===== src/rtl/ifu_fetch_master.sv =====
`default_nettype none
// ============================================================================
// Module   : ifu_fetch_master
// Purpose  : AXI4-Lite read initiator for instruction fetch; one fetch in flight
// Revision : 1.0
// ============================================================================
module ifu_fetch_master #(
  parameter logic [31:0] RESET_PC = 32'h8000_0000
) (
  input  logic        clk,
  input  logic        rst,
  output logic [31:0] araddr,
  output logic        arvalid,
  input  logic        arready,
  input  logic [31:0] rdata,
  input  logic        rresp,
  input  logic        rvalid,
  output logic        rready,
  output logic [31:0] inst,
  output logic [31:0] inst_pc,
  output logic        inst_err,
  output logic        inst_valid,
  input  logic        inst_ready,
  input  logic [31:0] npc,
  input  logic        npc_valid,
  output logic [31:0] fetch_cnt
);

  localparam logic [2:0] BOOT    = 3'd0;
  localparam logic [2:0] AR      = 3'd1;
  localparam logic [2:0] R       = 3'd2;
  localparam logic [2:0] OUT     = 3'd3;
  localparam logic [2:0] WAIT_PC = 3'd4;

  logic [2:0]  state;
  logic [31:0] pc;

  // Handshake outputs are pure state decodes, so no input reaches an output.
  assign arvalid    = (state == AR);
  assign rready     = (state == R);
  assign inst_valid = (state == OUT);
  assign araddr     = pc;

  always_ff @(posedge clk or negedge rst) begin
    if (!rst) begin
      state     <= BOOT;
      pc        <= RESET_PC;
      inst      <= 32'd0;
      inst_pc   <= 32'd0;
      inst_err  <= 1'b0;
      fetch_cnt <= 32'd0;
    end else begin
      case (state)
        BOOT: state <= AR;
        AR: begin
          if (arready) state <= R;
        end
        R: begin
          if (rvalid) begin
            inst      <= rdata;
            inst_pc   <= pc;
            inst_err  <= rresp;
            fetch_cnt <= fetch_cnt + 32'd1;
            state     <= OUT;
          end
        end
        OUT: begin
          if (inst_ready) begin
            if (npc_valid) begin
              pc    <= npc;
              state <= AR;
            end else begin
              state <= WAIT_PC;
            end
          end
        end
        WAIT_PC: begin
          if (npc_valid) begin
            pc    <= npc;
            state <= AR;
          end
        end
        default: state <= BOOT;
      endcase
    end
  end

endmodule
`default_nettype wire

===== config.mk =====
export PLATFORM = sky130hd
export DESIGN_NAME = ifu_fetch_master
export DESIGN_NICKNAME = d
export VERILOG_FILES = /design/src/rtl/ifu_fetch_master.sv
export SDC_FILE = /design/constraint.sdc
export NUM_CORES = 1
export LEC_CHECK = 0
export CORE_ASPECT_RATIO = 0.9
export CORE_UTILIZATION = 32
export DETAILED_ROUTE_END_ITERATION = 16
export DONT_BUFFER_PORTS = 1
export GPL_ROUTABILITY_DRIVEN = 0
export PLACE_DENSITY = 0.54
export SKIP_LAST_GASP = 1
export SLEW_MARGIN = 20
export SYNTH_ARGS = -nofsm -noshare
export SYNTH_HDL_FRONTEND = slang
export SYNTH_SLANG_ARGS = --single-unit
export TNS_END_PERCENT = 1

===== constraint.sdc =====
create_clock -name clk -period 3.2 [get_ports clk]
set_clock_uncertainty 0.05 [all_clocks]
set_input_delay 0.48 -clock clk [delete_from_list [all_inputs] [get_ports clk]]
set_output_delay 0.48 -clock clk [all_outputs]
set_load 0.1 [all_outputs]

==> out/qor.yml <==
num_rows: 44
violations: "hold timing"
cts_made_buffers: 17
fin_crit_sh: 0.699
grt_pass1_vias: 3211
end_kind: "flip-flop"
worstMarginPinSlew_ns: 0.945
synthesis.area_um2: 5240
die_width_um: 137
num_vias: 2962
grt_max_degree: 133
postCtsSetupBuffers: 0
tns_ns: 0
clock_latency_ns: 0.42
die_height_um: 123
ios: 203
cts_resized: 0
report.final.slew_viol_count: 0
place_hpwl_um: 7290
antenna_found_initial: 0
root_buffer: "clkbuf_16"
drtAntennaViolNets: 0
hold_path_class: "in -> async"
synth.area.top_cells: "dfrtp_1, mux2_2, xnor2_1, xor2_1, nand3_1"
drv_cap: 0
syn_avg_cell_area_um2: 15.0
grt_pass1_wl_um: 16400
antennaDiodeCount: 0
crit_arrival_ns: 2.48
yosysSeqAreaShare: 0.630
port_buffers: 0
routed_wl_um: 10800
clock_sinks: 132
crit_type: "reg -> reg"
drc: 0
drt-met1-wl_um: 4350
wl_met3_um: 1160
synth_cell_types: 33
yosysTopAreaCell: "dfrtp_1"
hold_viol_final: 132
crit_fanout: 32
routedWlPerCell_um: 17.7
outcome: "complete, but fails checks"
fin_nets: 461
drt_iter0_markers: 77
track_usage: 0.132
period_needed_ns: 2.24
dr.pass1.iters: 4
cts_tree: "done"
htreeDepth: 4
yosys_warnings: 0
grt-ovfl-total: 0
core_um2: 16100
cp.required_ns: 3.45
grt_setup_unrepaired: "no"
detail_route.vias_per_cell: 4.86
area_delta_synth_final_pct: 20.1
initial_utilization: 0.326
drive_above_1_share: 0.420
slew_headroom: 0.370
syn_nets: 421
yosys.area.top_type_share: 0.625
whs_ns: -0.297
setup_violations: 0
fmax_mhz: 447
clkSlewWorstSetupHoldPaths_ns: 0.06
startpoint_type: "flip-flop"
synthCells: 349
synth_seq_cells: 132
cts_buffer_depth: 2
die-area_um2: 16900
highest_layer: "met4"
met2_length_um: 5070
area by class of cell:
| cell class | count | area [µm²] |
|---|---|---|
| fillers | 1531 | 9780 |
| flip-flops and latches | 132 | 3300 |
| multi-input cells | 201 | 1850 |
| clock buffers | 21 | 460 |
| repair buffers | 33 | 278 |
| well taps | 207 | 259 |
| clock inverters | 11 | 126 |
| inverters | 4 | 15.0 |
worst paths after layout:
| check | cells past startpoint | startpoint | slack (ns) | end |
|---|---|---|---|---|
| max | 5 | state[2] | 0.96 | araddr[20] |
| min in group clk | 1 | npc[2] | 0.14 | araddr[2] |
| max in group asynchronous | 0 | rst | 3.14 | fetch_cnt[23] |
| min reg2reg | 1 | fetch_cnt[2] | 0.44 | fetch_cnt[2] |
| min | 0 | rst | -0.30 | fetch_cnt[10] |
| max reg2reg | 5 | state[2] | 0.96 | araddr[20] |
synthesized netlist by cell type:
| cell | count |
|---|---|
| xor2_1 | 9 |
| nor3b_1 | 2 |
| nand3_2 | 1 |
| nor3_1 | 2 |
| a211o_1 | 1 |
| mux2_2 | 96 |
| dfrtp_1 | 131 |
| buf_6 | 5 |
| nor2_2 | 1 |
| nand4_4 | 1 |
| o21ai_0 | 1 |
| and4bb_2 | 1 |
| nor2_4 | 1 |
| inv_1 | 4 |
| and3_1 | 6 |
| a22o_2 | 1 |
| dfstp_2 | 1 |
| a31oi_1 | 1 |
| nand4_1 | 7 |
| nand2_1 | 10 |
| mux2_1 | 2 |
| a22oi_1 | 2 |
| ha_1 | 1 |
| a21oi_1 | 1 |
| nand3_1 | 12 |
| nor2_1 | 8 |
| nor2b_1 | 2 |
| nand2_4 | 1 |
| and4_1 | 6 |
| and3b_1 | 1 |
| and2_1 | 2 |
| buf_2 | 7 |
| xnor2_1 | 22 |
logic make-up (layout without fill, tap and decap cells):
logic type / Yosys count / in the layout / synth area share
flip-flops: 132 / 132 / 0.630
multiplexers: 98 / 98 / 0.211
AND/OR/NAND/NOR: 64 / 64 / 0.0750
XOR/XNOR: 31 / 31 / 0.0518
buffers and inverters: 16 / 69 / 0.0203
AO/OA/AOI/OAI: 7 / 7 / 0.00955
adder cells (fa/ha/maj): 1 / 1 / 0.00239
flip-flops by register name, indices dropped and copies added (netlist names):
signal     flops
araddr        32
fetch_cnt     32
inst          32
inst_pc       32
state          3
inst_err       1
through the flow:
| step | utilization | setup WS (ns) | hold WS, ns | instance area [µm²] | instances |
|---|---|---|---|---|---|
| CTS | 0.392 | 0.944 | -0.320 | 6290 | 609 |
| global placement | 0.355 | 0.997 | 0.138 | 5710 | 577 |
| finish | 0.392 | 0.964 | -0.297 | 6290 | 609 |
| detailed placement | 0.355 | 0.958 | 0.137 | 5710 | 577 |
| global route | 0.392 | 0.868 | -0.321 | 6290 | 609 |
| floorplan | - | 0.00596 | 0.134 | 5250 | 349 |
cells in the final DEF (no fill, tap or decap), types with 4 or more instances in the layout:
cell        Yosys  layout
nand2_1        10      10
nand4_1         7       7
xnor2_1        22      22
nand3_1        12      12
and4_1          6       6
inv_1           4       4
dfrtp_1       131     131
clkinvlp_4      0       4
nor2_1          8       8
mux2_2         96      96
buf_4           0      31
xor2_1          9       9
clkbuf_16       0      18
and3_1          6       6
worst max-delay path, stage by stage (launching register included):
cell	delay, ns
dfrtp_1	0.51
and3b_1	0.22
buf_4	0.23
a22o_2	0.32
nand2_4	0.37
mux2_2	0.39
routing by layer:
| metal | GRT usage | up-vias |
|---|---|---|
| li1 | - | 1304 |
| met3 | 0.0648 | 17 |
| met1 | 0.151 | 1509 |
| met4 | 0.0762 | 0 |
| met5 | 0 | - |
| met2 | 0.201 | 132 |
Power is left out: the tool's default activity adds up to more than one toggle a clock period on the data nets, which glitch-free logic cannot reach.
